--- config.mk ---
export PLATFORM = sky130hd
export DESIGN_NAME = writeback_stage_flat
export DESIGN_NICKNAME = d
export VERILOG_FILES = /design/src/rtl/writeback_stage_if.sv /design/src/rtl/writeback_stage.sv /design/src/flat_wrapper.sv
export SDC_FILE = /design/constraint.sdc
export NUM_CORES = 1
export LEC_CHECK = 0
export CAP_MARGIN = 20
export CORE_MARGIN = 10
export CORE_UTILIZATION = 45
export DETAILED_ROUTE_END_ITERATION = 10
export PLACE_DENSITY = 0.84
export SETUP_SLACK_MARGIN = 0.3
export SLEW_MARGIN = 30
export SYNTH_ARGS = -nofsm -noshare
export SYNTH_HDL_FRONTEND = slang
export SYNTH_SLANG_ARGS = --single-unit
--- constraint.sdc ---
create_clock -name clock_in -period 4.42 [get_ports clock_in]
set_input_delay 0.884 -clock clock_in [delete_from_list [all_inputs] [get_ports clock_in]]
set_output_delay 0.884 -clock clock_in [all_outputs]
set_load 0.02 [all_outputs]
--- src/rtl/writeback_stage_if.sv ---
// MEM-to-WB bundle: MEM-stage result inputs plus the register-file write
// port and forwarding bus that the writeback stage drives.
interface writeback_stage_if #(
    parameter int COUNT_WIDTH = 32
);
    logic                   mem_valid;
    logic                   mem_regWrite;
    logic                   mem_memToReg;
    logic [2:0]             mem_loadType;
    logic [1:0]             mem_addrLow;
    logic [4:0]             mem_writeReg;
    logic [31:0]            mem_aluResult;
    logic [31:0]            mem_readData;
    logic                   stall;
    logic                   flush;

    logic                   regWrite;
    logic [4:0]             writeReg;
    logic [31:0]            writeData;
    logic                   fwd_valid;
    logic [4:0]             fwd_reg;
    logic [31:0]            fwd_data;
    logic                   misaligned;
    logic [COUNT_WIDTH-1:0] retired;

    modport master (
        output mem_valid, mem_regWrite, mem_memToReg, mem_loadType, mem_addrLow,
               mem_writeReg, mem_aluResult, mem_readData, stall, flush,
        input  regWrite, writeReg, writeData, fwd_valid, fwd_reg, fwd_data,
               misaligned, retired
    );

    modport slave (
        input  mem_valid, mem_regWrite, mem_memToReg, mem_loadType, mem_addrLow,
               mem_writeReg, mem_aluResult, mem_readData, stall, flush,
        output regWrite, writeReg, writeData, fwd_valid, fwd_reg, fwd_data,
               misaligned, retired
    );
endinterface

--- src/rtl/writeback_stage.sv ---
// MEM/WB pipeline register with load-data extraction; drives the register
// file write port, the EX forwarding bus and a retired-instruction counter.
module writeback_stage #(
    parameter int COUNT_WIDTH = 32
) (
    input logic               clock_in,
    input logic               reset,
    writeback_stage_if.slave  wb
);
    logic [7:0]             loadByte;
    logic [15:0]            loadHalf;
    logic [31:0]            loadValue;
    logic                   loadMisaligned;
    logic                   misalignedNext;
    logic [31:0]            dataNext;
    logic                   writeEnNext;
    logic                   bubble;

    logic                   validQ;
    logic                   regWriteQ;
    logic [4:0]             writeRegQ;
    logic [31:0]            writeDataQ;
    logic                   misalignedQ;
    logic [COUNT_WIDTH-1:0] retiredQ;

    always_comb begin
        loadByte       = '0;
        loadHalf       = '0;
        loadValue      = wb.mem_readData;
        loadMisaligned = (wb.mem_addrLow != 2'd0);

        case (wb.mem_addrLow)
            2'd0:    loadByte = wb.mem_readData[7:0];
            2'd1:    loadByte = wb.mem_readData[15:8];
            2'd2:    loadByte = wb.mem_readData[23:16];
            default: loadByte = wb.mem_readData[31:24];
        endcase
        loadHalf = wb.mem_addrLow[1] ? wb.mem_readData[31:16] : wb.mem_readData[15:0];

        // Codes 5..7 fall through to the LW defaults above.
        case (wb.mem_loadType)
            3'd1: begin
                loadValue      = {{24{loadByte[7]}}, loadByte};
                loadMisaligned = 1'b0;
            end
            3'd2: begin
                loadValue      = {24'd0, loadByte};
                loadMisaligned = 1'b0;
            end
            3'd3: begin
                loadValue      = {{16{loadHalf[15]}}, loadHalf};
                loadMisaligned = wb.mem_addrLow[0];
            end
            3'd4: begin
                loadValue      = {16'd0, loadHalf};
                loadMisaligned = wb.mem_addrLow[0];
            end
            default: ;
        endcase
    end

    assign misalignedNext = wb.mem_memToReg & loadMisaligned;
    assign dataNext       = wb.mem_memToReg ? loadValue : wb.mem_aluResult;
    assign writeEnNext    = wb.mem_regWrite & ~misalignedNext & (wb.mem_writeReg != 5'd0);
    assign bubble         = wb.stall | wb.flush | ~wb.mem_valid;

    always_ff @(posedge clock_in or negedge reset) begin
        if (!reset) begin
            validQ      <= 1'b0;
            regWriteQ   <= 1'b0;
            writeRegQ   <= '0;
            writeDataQ  <= '0;
            misalignedQ <= 1'b0;
            retiredQ    <= '0;
        end else begin
            // Count what is leaving WB on this edge, before it is replaced.
            if (validQ) begin
                retiredQ <= retiredQ + COUNT_WIDTH'(1);
            end
            if (bubble) begin
                validQ      <= 1'b0;
                regWriteQ   <= 1'b0;
                writeRegQ   <= '0;
                writeDataQ  <= '0;
                misalignedQ <= 1'b0;
            end else begin
                validQ      <= 1'b1;
                regWriteQ   <= writeEnNext;
                writeRegQ   <= wb.mem_writeReg;
                writeDataQ  <= dataNext;
                misalignedQ <= misalignedNext;
            end
        end
    end

    assign wb.regWrite   = regWriteQ;
    assign wb.writeReg   = writeRegQ;
    assign wb.writeData  = writeDataQ;
    assign wb.fwd_valid  = regWriteQ;
    assign wb.fwd_reg    = writeRegQ;
    assign wb.fwd_data   = writeDataQ;
    assign wb.misaligned = misalignedQ;
    assign wb.retired    = retiredQ;
endmodule

--- src/flat_wrapper.sv ---
// flat-port wrapper written by rule: the top's interface ports become plain ports
module writeback_stage_flat 
#(
    parameter int COUNT_WIDTH = 32
)
  (clock_in, reset, wb_mem_valid, wb_mem_regWrite, wb_mem_memToReg, wb_mem_loadType, wb_mem_addrLow, wb_mem_writeReg, wb_mem_aluResult, wb_mem_readData, wb_stall, wb_flush, wb_regWrite, wb_writeReg, wb_writeData, wb_fwd_valid, wb_fwd_reg, wb_fwd_data, wb_misaligned, wb_retired);
  writeback_stage_if #(.COUNT_WIDTH(COUNT_WIDTH)) wb_i ();
  input logic clock_in;
  input logic reset;
  input wire logic [$bits(wb_i.mem_valid)-1:0] wb_mem_valid;
  input wire logic [$bits(wb_i.mem_regWrite)-1:0] wb_mem_regWrite;
  input wire logic [$bits(wb_i.mem_memToReg)-1:0] wb_mem_memToReg;
  input wire logic [$bits(wb_i.mem_loadType)-1:0] wb_mem_loadType;
  input wire logic [$bits(wb_i.mem_addrLow)-1:0] wb_mem_addrLow;
  input wire logic [$bits(wb_i.mem_writeReg)-1:0] wb_mem_writeReg;
  input wire logic [$bits(wb_i.mem_aluResult)-1:0] wb_mem_aluResult;
  input wire logic [$bits(wb_i.mem_readData)-1:0] wb_mem_readData;
  input wire logic [$bits(wb_i.stall)-1:0] wb_stall;
  input wire logic [$bits(wb_i.flush)-1:0] wb_flush;
  output wire logic [$bits(wb_i.regWrite)-1:0] wb_regWrite;
  output wire logic [$bits(wb_i.writeReg)-1:0] wb_writeReg;
  output wire logic [$bits(wb_i.writeData)-1:0] wb_writeData;
  output wire logic [$bits(wb_i.fwd_valid)-1:0] wb_fwd_valid;
  output wire logic [$bits(wb_i.fwd_reg)-1:0] wb_fwd_reg;
  output wire logic [$bits(wb_i.fwd_data)-1:0] wb_fwd_data;
  output wire logic [$bits(wb_i.misaligned)-1:0] wb_misaligned;
  output wire logic [$bits(wb_i.retired)-1:0] wb_retired;
  assign wb_i.mem_valid = wb_mem_valid;
  assign wb_i.mem_regWrite = wb_mem_regWrite;
  assign wb_i.mem_memToReg = wb_mem_memToReg;
  assign wb_i.mem_loadType = wb_mem_loadType;
  assign wb_i.mem_addrLow = wb_mem_addrLow;
  assign wb_i.mem_writeReg = wb_mem_writeReg;
  assign wb_i.mem_aluResult = wb_mem_aluResult;
  assign wb_i.mem_readData = wb_mem_readData;
  assign wb_i.stall = wb_stall;
  assign wb_i.flush = wb_flush;
  assign wb_regWrite = wb_i.regWrite;
  assign wb_writeReg = wb_i.writeReg;
  assign wb_writeData = wb_i.writeData;
  assign wb_fwd_valid = wb_i.fwd_valid;
  assign wb_fwd_reg = wb_i.fwd_reg;
  assign wb_fwd_data = wb_i.fwd_data;
  assign wb_misaligned = wb_i.misaligned;
  assign wb_retired = wb_i.retired;
  writeback_stage #(.COUNT_WIDTH(COUNT_WIDTH)) u_core (.clock_in(clock_in), .reset(reset), .wb(wb_i));
endmodule
==> impl_metrics.ini <==
[run_status]
status = finished clean

[cts]
path_clk_slew_ps = 80
ctsResizeCount = 0
cts_tree = yes
cts_buffers = 9
cts.sinks = 72
cts_root_buf = clkbuf_8
h-tree-depth = 3
hold_buffers = 0
insertion_delay_ps = 340
post_cts_buffers = 0
cts.path.max_buffers = 2

[die]
coreArea_mm2 = 0.008763
die_area_mm2 = 0.01328
io-pin-count = 190
rows = 34
die_height_um = 115.2
die_w_um = 115.2
start_util_pct = 46.56

[sta]
post-route-min-period_ps = 3235
clock_skew_ps = 7.797
hold_viol_final = 0
fin_tns_setup_ps = 0
setup_ws_ps = 1185
post-route-period-util_pct = 73.19
tightest_slew_ps = 927.9
fmax_mhz = 309.1
setup_viol = 0
slew_violations = 0
relSlewSlack_pct = 37.95
rsz0062_at_grt = false

[critical_path]
cp-start-kind = input port
slowest_delay_ps = 870
crit_fanout = 16
cp-end-kind = flop
path_cells = clkdlybuf4s50_1, mux2i_1, a221oi_2, o2111ai_2, o21ai_0
cp.arrival_ps = 3410
cp.required_ps = 4590
critPathSlowestCell = clkdlybuf4s50_1
worstSetupPathType = in2reg

[pwr]
p_int_uw = 1149
p_per_area_mw_per_mm2 = 274.2
p_leak_uw = 0.002492
ir_worst_vdd_v = 0.0001619
pwr-share-clk_pct = 31.4
switching_share_pct = 29.40
combPwrFrac_pct = 24.2
sequentialPowerShare_pct = 44.4
p_sw_uw = 478.6

[synthesis]
ys_async_sr_fraction_pct = 100.0
synthCells = 399
synth_top_family_by_area = simple AND/OR/NAND/NOR gates
yosys_warnings = 0
synth_compound_area_share_pct = 15.00
yosys.area.top_type_share_pct = 44.16
synth_area_mm2 = 0.004080
ys_seq_area_share_pct = 44.16
synth_xor_area_share_pct = 7.084
synthAdderAreaFrac_pct = 0.3067
synth.top_cells.by_area = dfrtp_1 44%, buf_4 7.5%, xor2_1 4.5%
syn-num-nets = 481
synthMuxAreaShare_pct = 5.336
yosys.cell_count.top_type = dfrtp_1
yosysUniqueCellTypes = 52
synth_commonest_cells = 72 x dfrtp_1, 41 x buf_4, 40 x nand2_1
synth_seq_cells = 72
synthFlopType = dfrtp_1
synth_edf_count = 0
avgSynthCellArea_um2 = 10.23
synth-simple-area-share_pct = 17.94
synth_top_cell_by_area = dfrtp_1

[global_routing]
gr-total-overflow = 0
grt_pass1_wl_um = 20470
grt_start_max_net_pins = 73
grt_use_total_pct = 19.23
grt_pass1_vias = 3917
antenna_found_initial = 0

[detailed_routing]
wl_per_cell_um = 19.85
dr.first_iter.drc_count = 212
wl_um = 13040
vias = 3682
drtAntennaViolNets = 0
vias_per_cell = 5.604
first_pass_iters = 4
drcViolationCount = 0

[placed_design]
portBuffers = 189
place.gp.congestion = 0.9183
dp_slack_ps = 851.0
hpwl_um = 10560
dp.cells = 641

[finish]
fin_cells = 657
nNetsFinal = 626
diodes = 0
area_growth_pct = 45.51
drive_above_1_share_pct = 8.379
fill_cells = 691

[worst_hold_path]
hold_class = reg2reg

[job]
maxCapViolCount = 0
-- final timing paths --
| check | startpoint | to | slack, ps | cells past startpoint |
|---|---|---|---|---|
| max | wb_mem_addrLow[0] | u_core.wb.fwd_data[16]$_DFF_PN0_ | 1190 | 5 |
| min | u_core.wb.retired[31]$_DFFE_PN0P_ | u_core.wb.retired[31]$_DFFE_PN0P_ | 470 | 1 |
| max reg2reg | u_core.validQ$_DFF_PN0_ | u_core.wb.retired[21]$_DFFE_PN0P_ | 2760 | 4 |
| min reg2reg | u_core.wb.retired[31]$_DFFE_PN0P_ | u_core.wb.retired[31]$_DFFE_PN0P_ | 470 | 1 |
| max in group asynchronous | reset | u_core.wb.fwd_data[7]$_DFF_PN0_ | 3430 | 1 |
| min in group asynchronous | reset | u_core.wb.retired[11]$_DFFE_PN0P_ | 540 | 1 |
-- final cells by class --
type | count | area, um^2 | area share, %
Clock buffer | 10 | 127.6 | 2.150
Clock inverter | 6 | 67.56 | 1.138
Inverter | 5 | 18.77 | 0.3161
Multi-Input combinational cell | 264 | 1871 | 31.51
Sequential cell | 72 | 1802 | 30.35
Tap cell | 108 | 135.1 | 2.276
Timing Repair Buffer | 192 | 1916 | 32.27
-- stage by stage --
| stage | hold slack (ps) | instance area (um^2) | power [uW] | util (%) |
|---|---|---|---|---|
| 2_1_floorplan | 518.6 | 4080 | 925.7 | - |
| 3_3_place_gp | 455.6 | 5731 | 1125 | 65.39 |
| 3_5_place_dp | 458.7 | 5738 | 1133 | 65.48 |
| 4_1_cts | 472.8 | 5933 | 1646 | 67.70 |
| 5_1_grt | 494.4 | 5937 | 1706 | 67.75 |
| 6_report | 468.8 | 5937 | 1628 | 67.75 |
-- per-layer routing --
| metal | global-route usage (%) | share of wire (%) | vias to the layer above |
|---|---|---|---|
| met5 | 0 | 0 | - |
| met4 | 7.013 | 2.5 | 0 |
| met3 | 8.490 | 12 | 23 |
| met2 | 31.76 | 49 | 199 |
| met1 | 21.52 | 37 | 1769 |
| li1 | - | - | 1691 |
-- power groups by stage --
stage	clock [uW]	sequential (uW)	combinational (uW)
after floorplan	0	771	155
final	511	723	395
after global placement	0	734	391
after CTS	526	724	397
after detailed placement	0	737	396
after global routing	557	729	420
-- kinds of logic after synthesis --
kind of cell	count (synthesis)
AO/OA/AOI/OAI	86
XOR/XNOR	33
adder cells (fa/ha/maj)	1
buffers and inverters	63
flip-flops	72
multiplexers	11
AND/OR/NAND/NOR	133
-- critical path: cells and delay by family --
kind / cells / cell delay [ps]
compound gates: 3 / 1140
buf+inv: 1 / 870
mux: 1 / 500
-- placed cells by master (no fill, tap or decap), types with 6 or more instances in the layout --
cell and count:
xnor2_1 11, o2bb2ai_1 6, nand2_1 40, o31ai_1 8, a31oi_1 7, o21ai_0 24, xor2_1 21, nor3_1 17
clkdlybuf4s50_1 188, o21ai_2 10, and2_1 7, nor2_1 22, nand3_1 8, a22oi_1 8, o211ai_1 9, clkbuf_8 9
dfrtp_1 72, a21oi_1 6
No activity file was read; power rests on OpenSTA's default activity.
